[src/rtl/rstack_pkg.sv]
// Shared definitions for the return stack: op encodings and modulo-DEPTH pointer helpers.
// Build option: define RSTACK_GUARD_EN to reject PUSH on a full stack instead of overwriting the oldest entry.
package rstack_pkg;

    localparam logic [1:0] RS_NONE = 2'b00;
    localparam logic [1:0] RS_PUSH = 2'b01;
    localparam logic [1:0] RS_POP  = 2'b10;
    localparam logic [1:0] RS_REPL = 2'b11;

`ifdef RSTACK_GUARD_EN
    localparam bit RS_GUARD = 1'b1;
`else
    localparam bit RS_GUARD = 1'b0;
`endif

    // Explicit compare against depth-1 so non-power-of-2 depths wrap correctly.
    function automatic int rs_inc(input int p, input int depth);
        return (p == depth - 1) ? 0 : p + 1;
    endfunction

    function automatic int rs_dec(input int p, input int depth);
        return (p == 0) ? depth - 1 : p - 1;
    endfunction

endpackage

[src/rtl/rstack_ptr.sv]
// Top-pointer and occupancy tracking for the return stack; also decides which entry (if any) is written.
// Behaviour of PUSH on full depends on RSTACK_GUARD_EN (via rstack_pkg::RS_GUARD).
module rstack_ptr
    import rstack_pkg::*;
#(
    parameter int DEPTH = 5,
    localparam int PW = $clog2(DEPTH),
    localparam int CW = $clog2(DEPTH + 1)
) (
    input  logic          clk,
    input  logic          rst,
    input  logic          op_valid,
    input  logic [1:0]    op,
    input  logic          clear,
    output logic [PW-1:0] ptr,
    output logic [CW-1:0] count,
    output logic          full,
    output logic          empty,
    output logic          wr_en,
    output logic [PW-1:0] wr_idx,
    output logic          ovf,
    output logic          unf
);

    logic [PW-1:0] ptr_q, ptr_d, ptr_nxt, ptr_prv;
    logic [CW-1:0] count_q, count_d;
    logic          is_push;

    assign full    = (count_q == CW'(DEPTH));
    assign empty   = (count_q == '0);
    assign ptr_nxt = PW'(rs_inc(int'(ptr_q), DEPTH));
    assign ptr_prv = PW'(rs_dec(int'(ptr_q), DEPTH));
    // REPL on an empty stack is treated as a PUSH.
    assign is_push = op_valid && ((op == RS_PUSH) || ((op == RS_REPL) && empty));

    always_comb begin
        ptr_d   = ptr_q;
        count_d = count_q;
        wr_en   = 1'b0;
        wr_idx  = ptr_q;
        ovf     = 1'b0;
        unf     = 1'b0;
        if (clear) begin
            count_d = '0;
        end else if (is_push) begin
            ovf = full;
            if (!(full && RS_GUARD)) begin
                ptr_d  = ptr_nxt;
                wr_en  = 1'b1;
                wr_idx = ptr_nxt;
                if (!full) count_d = count_q + CW'(1);
            end
        end else if (op_valid && (op == RS_POP)) begin
            if (empty) begin
                unf = 1'b1;
            end else begin
                ptr_d   = ptr_prv;
                count_d = count_q - CW'(1);
            end
        end else if (op_valid && (op == RS_REPL)) begin
            wr_en = 1'b1;
        end
    end

    always_ff @(posedge clk) begin
        if (rst) begin
            ptr_q   <= '0;
            count_q <= '0;
        end else begin
            ptr_q   <= ptr_d;
            count_q <= count_d;
        end
    end

    assign ptr   = ptr_q;
    assign count = count_q;

endmodule

[src/rtl/rstack_ctrl.sv]
// Parametrised circular-buffer return stack: storage, registered error events and sticky flags.
// Define RSTACK_GUARD_EN to reject PUSH on full (default: overwrite oldest entry).
module rstack_ctrl
    import rstack_pkg::*;
#(
    parameter int AW    = 10,
    parameter int DEPTH = 5,
    localparam int CW   = $clog2(DEPTH + 1)
) (
    input  logic          clk,
    input  logic          rst,
    input  logic          op_valid,
    input  logic [1:0]    op,
    input  logic [AW-1:0] push_data,
    input  logic          clear,
    input  logic          err_clr,
    output logic [AW-1:0] top_data,
    output logic [CW-1:0] count,
    output logic          empty,
    output logic          full,
    output logic          ovf_evt,
    output logic          unf_evt,
    output logic          ovf_flag,
    output logic          unf_flag
);

    localparam int PW = $clog2(DEPTH);

    logic [AW-1:0] mem_q [DEPTH];
    logic [AW-1:0] mem_d [DEPTH];
    logic [PW-1:0] ptr, wr_idx;
    logic          wr_en, ovf, unf;
    logic          ovf_evt_q, ovf_evt_d, unf_evt_q, unf_evt_d;
    logic          ovf_flag_q, ovf_flag_d, unf_flag_q, unf_flag_d;

    rstack_ptr #(.DEPTH(DEPTH)) u_ptr (
        .clk      (clk),
        .rst      (rst),
        .op_valid (op_valid),
        .op       (op),
        .clear    (clear),
        .ptr      (ptr),
        .count    (count),
        .full     (full),
        .empty    (empty),
        .wr_en    (wr_en),
        .wr_idx   (wr_idx),
        .ovf      (ovf),
        .unf      (unf)
    );

    always_comb begin
        mem_d = mem_q;
        if (wr_en) mem_d[wr_idx] = push_data;
        ovf_evt_d = ovf;
        unf_evt_d = unf;
        // A same-cycle error event beats err_clr.
        ovf_flag_d = ovf | (ovf_flag_q & ~err_clr);
        unf_flag_d = unf | (unf_flag_q & ~err_clr);
    end

    always_ff @(posedge clk) begin
        if (rst) begin
            for (int i = 0; i < DEPTH; i++) mem_q[i] <= '0;
            ovf_evt_q  <= 1'b0;
            unf_evt_q  <= 1'b0;
            ovf_flag_q <= 1'b0;
            unf_flag_q <= 1'b0;
        end else begin
            mem_q      <= mem_d;
            ovf_evt_q  <= ovf_evt_d;
            unf_evt_q  <= unf_evt_d;
            ovf_flag_q <= ovf_flag_d;
            unf_flag_q <= unf_flag_d;
        end
    end

    assign top_data = mem_q[ptr];
    assign ovf_evt  = ovf_evt_q;
    assign unf_evt  = unf_evt_q;
    assign ovf_flag = ovf_flag_q;
    assign unf_flag = unf_flag_q;

endmodule

[config.mk]
export PLATFORM = sky130hd
export DESIGN_NAME = rstack_ctrl
export DESIGN_NICKNAME = d
export VERILOG_FILES = /design/src/rtl/rstack_pkg.sv /design/src/rtl/rstack_ptr.sv /design/src/rtl/rstack_ctrl.sv
export SDC_FILE = /design/constraint.sdc
export NUM_CORES = 1
export LEC_CHECK = 0
export CORE_MARGIN = 2
export CORE_UTILIZATION = 50
export CTS_CLUSTER_DIAMETER = 60
export CTS_CLUSTER_SIZE = 14
export DETAILED_ROUTE_END_ITERATION = 7
export HOLD_SLACK_MARGIN = 0.08
export PLACE_DENSITY = 0.76
export SYNTH_ARGS = -nofsm -noshare
export SYNTH_HDL_FRONTEND = slang
export SYNTH_HIERARCHICAL = 1
export SYNTH_SLANG_ARGS = --single-unit
[constraint.sdc]
create_clock -name clk -period 2.1 [get_ports clk]
set_input_delay 0.42 -clock clk [delete_from_list [all_inputs] [get_ports clk]]
set_output_delay 0.42 -clock clk [all_outputs]
set_load 0.02 [all_outputs]
==> flow_summary.toml <==
[route]
detail_route.vias_per_cell = 5.61
first_iter_violations = 212
drc = 0
dr.pass1.iters = 4
antenna_left = 0
wl_per_cell_um = 16.2
vias = 2860
wl_um = 8250

[sta]
max_freq_ghz = 0.468
hold_viol_final = 0
period_share_pct = 102
max_slew.worst_pin.slew_ps = 629
drv_slew = 0
finClkSkew_ps = 6.78
rsz0062_at_grt = "yes"
worst_slack_ps = -36.0
whs_ps = 454
setup_tns_ps = -85.1
worst_slew_margin_rel_pct = 58.1
fin_crit_ps = 2140
setup_viol = 5

[clock_network]
clockBufferDepth = 2
htreeDepth = 3
cts_tree = "yes"
clk_pin_slew_worst_paths_ps = 70
cts_buffers = 9
clock-sinks = 60
cts-root-buf = "clkbuf_8"
clock_latency_ps = 350

[critical_path]
critPathLaunchType = "register"
crit_fanout = 7
cp_data_arrival_time_ps = 2340
cp.required_ps = 2310
crit_type = "register to register"
critPathCaptureType = "register"

[layout]
nets = 454
final_area_mm2 = 0.00398
drive_gt1_share_pct = 25.6
final_cells = 510
area_growth_pct = 36.7

[yosys]
post_synth_num_cell_types = 46
synth-edff-count = 0
synthDominantCellAreaShare_pct = 41.2
synth_top_family_by_area = "simple AND/OR/NAND/NOR gates"
synthSimpleGateAreaFrac_pct = 24.6
yosysWarnings = 6
synth_compound_area_share_pct = 18.5
dominantRegCellSynth = "dfxtp_1"
synth_seq_cells = 60
synth_fa_ha_area_share_pct = 1.97
yosysTopAreaCell = "dfxtp_1"
seq_area_frac_synth_pct = 41.2
synth_nets = 381
ys_top_cells_by_area = "dfxtp_1 (41%), nand2_1 (14%), a21oi_1 (9.8%)"
synth_mux_area_share_pct = 7.55
syn_avg_cell_area_um2 = 8.10
synthXorXnorAreaFrac_pct = 0.901
syn_inst = 360
async_reset_ff_share_pct = 0
syn_area_mm2 = 0.00292

[floorplanning]
rows = 27
coreArea_mm2 = 0.00557
pin_count = 36
start_util_pct = 52.3
die_w_um = 80.4
die-area_mm2 = 0.00646
die_h_um = 80.4

[power_and_ir_drop]
irDropWorstVdd_mv = 0.499
powerDensity_mw_per_mm2 = 620
power.leakage_nw = 1.46

[min_path]
hold_path.class = "register to register"

[placement]
dp_hpwl_um = 5430
placed_cells = 490
placedInstanceArea_mm2 = 0.00362
place.gp.congestion = 0.880
port_buffers = 35

[run_status]
failed_checks = "setup timing"
status = "finished with violations"

[global_route]
grt-ovfl-total = 0
grt_pass1_wl_um = 12800
antenna_found_initial = 1
grt_pass1_vias = 2706
grt_use_total_pct = 25.9
grt_max_degree = 32

[job]
cap_violations = 0
layout make-up:
class | count | area, um2
Clock buffer | 10 | 138
Fill cell | 409 | 1590
Sequential cell | 60 | 1210
Inverter | 6 | 22.5
Clock inverter | 5 | 52.6
Tap cell | 72 | 90.1
Timing Repair Buffer | 87 | 773
Antenna cell | 1 | 2.50
Multi-Input combinational cell | 269 | 1700
critical path, stage by stage (launching register included):
cell and delay [ps]:
dfxtp_2 340, o31ai_4 270, nand2_2 110, nor2_4 180, o21ai_1 90, buf_4 170, or4b_4 550, buf_6 150
nand2_1 80, a21oi_1 70
logic make-up after synthesis:
kind of cell | Yosys count
buf+inv | 31
fa+ha+maj | 4
simple gates | 150
mux | 22
xor+xnor | 3
compound gates | 90
flops | 60
synthesized netlist by cell type (4+ instances only):
library cell and instances:
nor3_1 4, nor2b_1 4, clkbuf_1 11, o22ai_1 9, dfxtp_1 60, nand2_1 107
buf_2 5, inv_1 6, mux2i_1 22, o21ai_0 6, a21o_1 8, nor2_1 9
a21oi_1 57
per-layer routing:
layer / track usage [%] / up-vias / part of all wire [%]
li1: - / 1384 / -
met1: 31.5 / 1362 / 41
met2: 44.1 / 97 / 50
met3: 7.64 / 17 / 7.0
met4: 7.63 / 0 / 1.9
met5: 0 / - / 0
metrics by stage:
step / setup slack, ps / utilization (%) / power (W)
2_1_floorplan: 3.74 / - / 0.00132
3_3_place_gp: -440 / 65.0 / 0.00145
3_5_place_dp: -543 / 65.0 / 0.00146
4_1_cts: -140 / 69.5 / 0.00245
5_1_grt: -115 / 71.5 / 0.00255
6_report: -36.0 / 71.5 / 0.00247
layout by cell type, fill, tap and decap left out, types with 5 or more instances in the layout:
| cell | synthesis | routed |
|---|---|---|
| nand2_1 | 107 | 106 |
| dfxtp_1 | 60 | 56 |
| a21oi_1 | 57 | 53 |
| buf_4 | 3 | 40 |
| mux2i_1 | 22 | 20 |
| clkdlybuf4s50_1 | 0 | 20 |
| clkbuf_8 | 0 | 10 |
| clkbuf_2 | 3 | 9 |
| o22ai_1 | 9 | 8 |
| a21o_1 | 8 | 8 |
| nor2_1 | 9 | 8 |
| buf_6 | 2 | 7 |
| inv_1 | 6 | 6 |
| buf_12 | 0 | 5 |
power breakdown:
group	total, W	internal, W	leakage [nW]	switching (W)
Sequential	0.00116	0.00115	0.486	0.0000104
Clock	0.00101	0.000566	0.0979	0.000447
Combinational	0.000296	0.000141	0.879	0.000156
Total	0.00247	0.00186	1.46	0.000613
registers in the layout, summed over array words and instances (netlist names):
| name | cells |
|---|---|
| u_ptr/count | 3 |
| mem_q | 50 |
| ovf_flag | 1 |
| ovf_evt | 1 |
| unf_flag | 1 |
| unf_evt | 1 |
| u_ptr/ptr | 3 |
path summary, 6_finish.rpt:
path,startpoint,endpoint,slack (ps),cells after the start
worst min register to register,mem_q[16]$_SDFFE_PP0P_,mem_q[16]$_SDFFE_PP0P_,450,2
worst max register to register,u_ptr/count[1]$_SDFFE_PP0P_,mem_q[49]$_SDFFE_PP0P_,-40,9
worst min-delay path,mem_q[16]$_SDFFE_PP0P_,mem_q[16]$_SDFFE_PP0P_,450,2
worst max-delay path,u_ptr/count[1]$_SDFFE_PP0P_,mem_q[49]$_SDFFE_PP0P_,-40,9
repair_timing:
action / CTS / global route
hold buffers: 0 / 0
pin swaps: 0 / 3
resized for setup: 32 / 46
cloned: 0 / 1
buffers inserted: 0 / 3
setup endpoints to repair: 62 / 61
Power figures use the tool's default switching activity.
